### src/rtl/sflop_tx.sv
// Parallel-to-serial transmitter: FIFO-buffered words shifted out one bit per clock, gap-free.
// Optional macro SFLOP_TX_LSB_FIRST_EN selects LSB-first order (default MSB first).
module sflop_tx #(
  parameter int WIDTH = 8,
  parameter int DEPTH = 2
) (
  input  logic             clk,
  input  logic             reset_n,
  input  logic [WIDTH-1:0] din,
  input  logic             din_valid,
  output logic             din_ready,
  output logic             sout,
  output logic             frame,
  output logic             busy,
  output logic             dbg_state
);

  // Handshake: a word transfers on the rising edge where din_valid && din_ready;
  // din_ready depends only on registered occupancy, never on din_valid.

  localparam int AW = $clog2(DEPTH);
  localparam int CW = $clog2(WIDTH);
  localparam logic [AW:0]   FULL_CNT = (AW+1)'(DEPTH);
  localparam logic [CW-1:0] LAST_CNT = CW'(WIDTH - 1);

  typedef enum logic {IDLE = 1'b0, SHIFT = 1'b1} state_t;

  state_t           state_q, state_d;
  logic [CW-1:0]    cnt_q, cnt_d;
  logic [WIDTH-2:0] shreg_q, shreg_d;
  logic             sout_q, sout_d;
  logic [WIDTH-1:0] mem_q [DEPTH];
  logic [WIDTH-1:0] mem_d [DEPTH];
  logic [AW-1:0]    wr_ptr_q, wr_ptr_d, rd_ptr_q, rd_ptr_d;
  logic [AW:0]      count_q, count_d;
  logic             push, pop, empty;
  logic [WIDTH-1:0] head;

  assign empty     = (count_q == '0);
  assign din_ready = (count_q != FULL_CNT);
  assign push      = din_valid && din_ready;
  assign head      = mem_q[rd_ptr_q];

  assign sout      = sout_q;
  assign frame     = (state_q == SHIFT) && (cnt_q == '0);
  assign busy      = (state_q == SHIFT) || !empty;
  assign dbg_state = state_q;

  always_comb begin
    state_d = state_q;
    cnt_d   = cnt_q;
    shreg_d = shreg_q;
    sout_d  = sout_q;
    pop     = 1'b0;
    if (state_q == IDLE) begin
      sout_d = 1'b0;
      pop    = !empty;
    end else if (cnt_q != '0) begin
      cnt_d = cnt_q - CW'(1);
`ifdef SFLOP_TX_LSB_FIRST_EN
      sout_d  = shreg_q[0];
      shreg_d = shreg_q >> 1;
`else
      sout_d  = shreg_q[WIDTH-2];
      shreg_d = shreg_q << 1;
`endif
    end else if (!empty) begin
      pop = 1'b1;
    end else begin
      state_d = IDLE;
      sout_d  = 1'b0;
    end
    // Loading from IDLE and reloading at the end of a word are the same step.
    if (pop) begin
      state_d = SHIFT;
      cnt_d   = LAST_CNT;
`ifdef SFLOP_TX_LSB_FIRST_EN
      sout_d  = head[0];
      shreg_d = head[WIDTH-1:1];
`else
      sout_d  = head[WIDTH-1];
      shreg_d = head[WIDTH-2:0];
`endif
    end
  end

  always_comb begin
    mem_d    = mem_q;
    wr_ptr_d = wr_ptr_q;
    rd_ptr_d = rd_ptr_q;
    if (push) begin
      mem_d[wr_ptr_q] = din;
      wr_ptr_d        = wr_ptr_q + AW'(1);
    end
    if (pop) begin
      rd_ptr_d = rd_ptr_q + AW'(1);
    end
    count_d = count_q + (AW+1)'(push) - (AW+1)'(pop);
  end

  always_ff @(posedge clk or negedge reset_n) begin
    if (!reset_n) begin
      state_q  <= IDLE;
      cnt_q    <= '0;
      shreg_q  <= '0;
      sout_q   <= 1'b0;
      wr_ptr_q <= '0;
      rd_ptr_q <= '0;
      count_q  <= '0;
      for (int i = 0; i < DEPTH; i++) mem_q[i] <= '0;
    end else begin
      state_q  <= state_d;
      cnt_q    <= cnt_d;
      shreg_q  <= shreg_d;
      sout_q   <= sout_d;
      wr_ptr_q <= wr_ptr_d;
      rd_ptr_q <= rd_ptr_d;
      count_q  <= count_d;
      mem_q    <= mem_d;
    end
  end

endmodule
### config.mk
export PLATFORM = sky130hd
export DESIGN_NAME = sflop_tx
export DESIGN_NICKNAME = d
export VERILOG_FILES = /design/src/rtl/sflop_tx.sv
export SDC_FILE = /design/constraint.sdc
export NUM_CORES = 1
export LEC_CHECK = 0
export CAP_MARGIN = 40
export CORE_UTILIZATION = 55
export DETAILED_ROUTE_END_ITERATION = 7
export GPL_TIMING_DRIVEN = 0
export PLACE_DENSITY = 0.85
export SLEW_MARGIN = 10
export SYNTH_ARGS = -nofsm -noshare
export SYNTH_HDL_FRONTEND = slang
export SYNTH_SLANG_ARGS = --single-unit
### constraint.sdc
create_clock -name clk -period 2.08 [get_ports clk]
set_input_delay 0.312 -clock clk [delete_from_list [all_inputs] [get_ports clk]]
set_output_delay 0.312 -clock clk [all_outputs]
set_load 0.01 [all_outputs]
== Word level (Yosys, flattened, before mapping) ==
Cells that the tools add are included.
Storage, ports and cells
  RAM bits: 0
  input bits: 11
  register bits after elaboration: 32
  word-level logic and storage cells: 54
  output and inout bits: 5
  bits in read-only memories: 0
  bits in latches: 0
  memories kept: 0
Operators by class
  shifts and indexed selects: 0
  $add $sub $neg: 5
  $mul: 0
  multiplexer cells: 22
  reductions and logical operators: 11
  divide/modulo/power cells: 0
  equality and inequality tests: 2
  magnitude comparators: 3
  bitwise operators: 2
Operators with widths (number)
  $mux W8: 4
  $mux W7: 3
  $bwmux W16: 1
  $mux W1: 10
  $mux W3: 3
  $demux W8 S1: 1
  $ge A2 B2 Y1 const B: 2
  $ne A4 B1 Y1 const B: 1
  $not A1 Y2: 2
  $reduce_bool A2 Y1: 2
  $logic_and A1 B1 Y1: 3
  $logic_not A3 Y1: 1
  $reduce_bool A3 Y1: 1
  $sub A3 B1 Y3 const B: 1
  $add A1 B1 Y1 const B: 2
  $add A2 B1 Y2: 1
  $logic_not A2 Y1: 1
  $lt A2 B1 Y1 const B: 1
  $ne A2 B2 Y1 const B: 1
  $reduce_and A2 Y1: 1
  $sub A2 B1 Y2: 1
  $logic_not A1 Y1: 1
  $logic_or A1 B1 Y1: 1

== Depth between registers and ports, before layout ==
  depth in word-level cells: 6
  depth in mapped cells: 8
  gate-level depth less buffers: 8

== Worst setup path before layout ==
No wires, ideal clock.
  path type: register -> register
  start: register cnt_q[0]
  end: register count_q[0]
  slack: 0.577 ns
  cell stages (with the launch flop): 8
  library setup time: 0.126 ns
  data arrival time: 1.377 ns
  path buffers: 0
  required time: 1.954 ns
  clock period less this slack: 1.503 ns
  cells stage by stage: dfrtp_1 -> inv_1 -> ha_1 -> nand2b_4 -> nand2_1 -> and3_1 -> nor3_1 -> ha_1
On the way
  cells in the longest elaborated chain, start to end: 4
Ends and longest elaborated chain
  from (decl): line 29  | logic [CW-1:0] cnt_q, cnt_d;
  from (signal assigned): line 113  | cnt_q <= cnt_d;
  $reduce_bool A3 Y1: line 58  | end else if (cnt_q != '0) begin
  $mux W1: line 58
  $mux W1: line 55  | if (state_q == IDLE) begin
  $sub A2 B1 Y2: line 98  | count_d = count_q + (AW+1)'(push) - (AW+1)'(pop);
  net count_d[0]: line 35  | logic [AW:0] count_q, count_d;
  to (signal assigned): line 118  | count_q <= count_d;
  to (decl): line 35
The timed path passes the listed nets, and every way through them passes these cells.
A chain may end at the register's enable or synchronous reset.

== Worst setup path after layout ==
  start: register count_q[1]
  end: output busy
On the way
  cells in the longest elaborated chain, start to end: 3
Ends and longest elaborated chain
  $logic_not A2 Y1: line 39  | assign empty = (count_q == '0);
  $logic_not A1 Y1
  $logic_or A1 B1 Y1: line 46  | assign busy = (state_q == SHIFT) || !empty;
  to (decl): line 14  | output logic busy,
Every way passes these cells.

==> impl_results.md <==
* Initial antenna violation count at 0
* ANT cells at 0
* Main combinational cell family by area after synthesis: multiplexers
* Area leader, netlist: dfrtp_1
* Worst skew pair latency at 0.33 ns
* # rows at 18
* Gr usage total at 22.1%
* Slowest-stage cell, CP: dfrtp_2
* Worst setup margin at 0.0998 ns
* Pre-CTS WS at 0.160 ns
* Layout cell share with drive strength beyond 1 at 25.2%
* Min Tclk post-route at 1.98 ns
* 1st-pass router iterations at 4
* RSZ-0062 raised after global routing: false
* Post-synthesis simple-gate area fraction at 14.9%
* CP endpoint kind: primary output
* Routed wire length at 2.61 mm
* Initial Utilization at 59.3%
* CTS tree: yes
* Netlist cell types at 28
* Dpl hpwl at 1.82 mm
* Clk slew on worst S/H paths at 0.09 ns
* Crit path DAT at 1.67 ns
* Max_cap viols at 0
* Port Buf Inserts at 15
* Synthesized net count at 142
* Routability congestion estimate at 0.716
* Die area at 0.00296 mm^2
* Hold WS at 0.0132 ns
* Pleak at 0.837 nW
* Vias at 1,018
* Register bit total from synthesis at 32
* Synth Area per Inst at 11.8 um^2
* Cell family with most CP delay: buffers and inverters
* Compound-Gate Fraction of Synth Area at 6.38%
* Pwr per Cell Area at 1550 mW/mm^2
* Rel. slew slack at 54.2%
* Vias in the first global route at 1,079
* CP Launch Type: register
* Most common cell after layout, fill and taps aside: dfrtp_1
* Gr ovfl total at 0
* Worst path bufs/invs at 2
* Tcrit/Tclk final at 95.2%
* First-pass GRT wire length at 4.40 mm
* Cell area after synthesis at 0.00151 mm^2
* H-tree depth at 2
* CTS buffer count at 5
* Post-synth top area share at 53.1%
* Mux share of post-synthesis cell area at 19.2%
* Die width at 54.4 um
* Clock Sinks at 32
* Layout Skew at 0.00213 ns
* Top cells by area, synth: dfrtp_1 (53%), mux2_2 (11%), mux2i_1 (6.0%)
* Final #Nets at 165
* Crit path kind: register to primary output
* Iteration-0 DRC Markers at 14
* Chip height at 54.4 um
* Via/cell ratio at 5.62
* Final Hold Vio Count at 0
* CP max FO at 10
* Synthesis Warnings at 0
* Hold Crit Class: input port to asynchronous set/reset pin
* Final setup fails at 0
* Avg WL per Cell at 14.4 um
* Tightest Pin Transition at 0.686 ns
* # DRC at 0
* Most frequent cells in the layout: dfrtp_1 (31), mux2_2 (15), nor2_1 (13), clkdlybuf4s50_1 (13), nand2_1 (12)
* Seq/Total Area, Yosys at 53.1%
* Worst IR Drop VDD at 942 uV
* Status: completed
* Max Clk Rate at 505 MHz
* # IOs at 16
* Detail Route Antenna Nets at 0
* Syn-to-layout area delta at 17.5%
* Post-Synth Adder-Cell Area at 2.49%
* Max Slew Vio Count at 0
* Bufs on Longest Clock Path at 2
* Largest net degree at the start of global routing at 33
* Worst path cell trace: nor2_4 > buf_4 > nand2_1 > clkdlybuf4s50_1
* Synth Area in XOR/XNOR at 1.74%
* Core Area at 0.00254 mm^2
* CP peak stage delay at 0.49 ns
* Fin Setup TNS at 0 ns
* Synthesized instance count at 128
* Root buf cell: clkbuf_4
* Worst path required time at 1.77 ns
-- sequential cells by signal, indices dropped and copies added (netlist names) --
| name | flops |
|---|---|
| mem_q | 16 |
| shreg_q | 7 |
| wr_ptr_q | 1 |
| rd_ptr_q | 1 |
| dbg_state | 1 |
| count_q | 2 |
| cnt_q | 3 |
| sout | 1 |
-- layer usage --
metal	wire [um]	share of wire [%]	track usage [%]	vias to the layer above
met5	0	0	0	-
li1	-	-	-	485
met2	1350	52	39.2	25
met4	57	2.2	9.40	0
met1	1070	41	23.0	502
met3	127	4.9	8.61	6
-- path summary, 6_finish.rpt --
kind	from	depth (start not counted)	slack (ns)	to
setup / recovery	count_q[1]$_DFF_PN0_	4	0.1	busy
hold reg to reg	shreg_q[0]$_DFFE_PN0P_	2	0.49	shreg_q[1]$_DFFE_PN0P_
max in group asynchronous	reset_n	1	1.59	count_q[1]$_DFF_PN0_
min in group clk	shreg_q[0]$_DFFE_PN0P_	2	0.49	shreg_q[1]$_DFFE_PN0P_
hold / removal	reset_n	1	0.01	count_q[1]$_DFF_PN0_
setup reg to reg	cnt_q[0]$_DFFE_PN0P_	8	0.42	count_q[1]$_DFF_PN0_
-- where the power goes --
part	internal (W)	leakage, nW	total [W]	switching, W
Combinational	0.000641	0.416	0.00123	0.000587
Clock	0.000191	0.0374	0.000393	0.000202
Sequential	0.000917	0.384	0.00112	0.000206
Total	0.00175	0.837	0.00275	0.000995
-- worst register-to-register path: stages, from the launching register on --
cell and delay [ns]:
dfrtp_1 0.34, inv_1 0.07, ha_1 0.24, nand2b_4 0.10, nand2_1 0.15, and3_1 0.23
nor3_1 0.17, ha_1 0.18, xnor2_1 0.11
-- cell type report --
type,count,area [um^2]
Sequential cell,32,802
Fill cell,193,772
Multi-Input combinational cell,89,679
Timing Repair Buffer,16,155
Clock buffer,7,65.1
Tap cell,30,37.5
Buffer,4,22.5
Inverter,3,11.3
-- logic make-up after synthesis --
kind of cell,Yosys count
AOI/OAI and AO/OA,18
xor gates and xnor gates,3
adders and majority gates,3
buffers and inverters,7
DFF,32
muxes,26
and+or+nand+nor,39
-- metrics by stage --
stage	power [W]	instances	cell area [um^2]	util, %
floorplan	0.00203	128	1510	-
global placement	0.00226	173	1700	66.7
detailed placement	0.00235	173	1690	66.5
CTS	0.00277	181	1770	69.5
global route	0.00297	181	1770	69.7
finish	0.00275	181	1770	69.7
-- what timing repair did --
item / in CTS / in global routing
endpoints found under the setup margin: 1 / 2
buffers inserted: 1 / 0
gates resized for setup: 1 / 2
hold buffers: 0 / 0
pin swaps: 1 / 0
-- cell usage after synthesis --
| cell | count |
|---|---|
| nor3_1 | 2 |
| mux2_4 | 2 |
| nand2b_4 | 2 |
| nor2_8 | 1 |
| inv_1 | 3 |
| xnor2_1 | 2 |
| ha_1 | 3 |
| a21oi_1 | 8 |
| mux2i_1 | 9 |
| a31oi_1 | 1 |
| o21ai_0 | 6 |
| o21ai_1 | 1 |
| o31ai_1 | 1 |
| dfrtp_1 | 32 |
| nor2_1 | 13 |
| nand3_4 | 1 |
| buf_4 | 1 |
| and2_1 | 1 |
| or2_2 | 1 |
| mux2_2 | 15 |
| nor2_2 | 1 |
| xor2_1 | 1 |
| buf_2 | 3 |
| nand2_4 | 1 |
| nand2_1 | 12 |
| nor3b_1 | 1 |
| and3_1 | 3 |
| a211oi_1 | 1 |
Note: power is estimated with default switching activity, not from simulation.
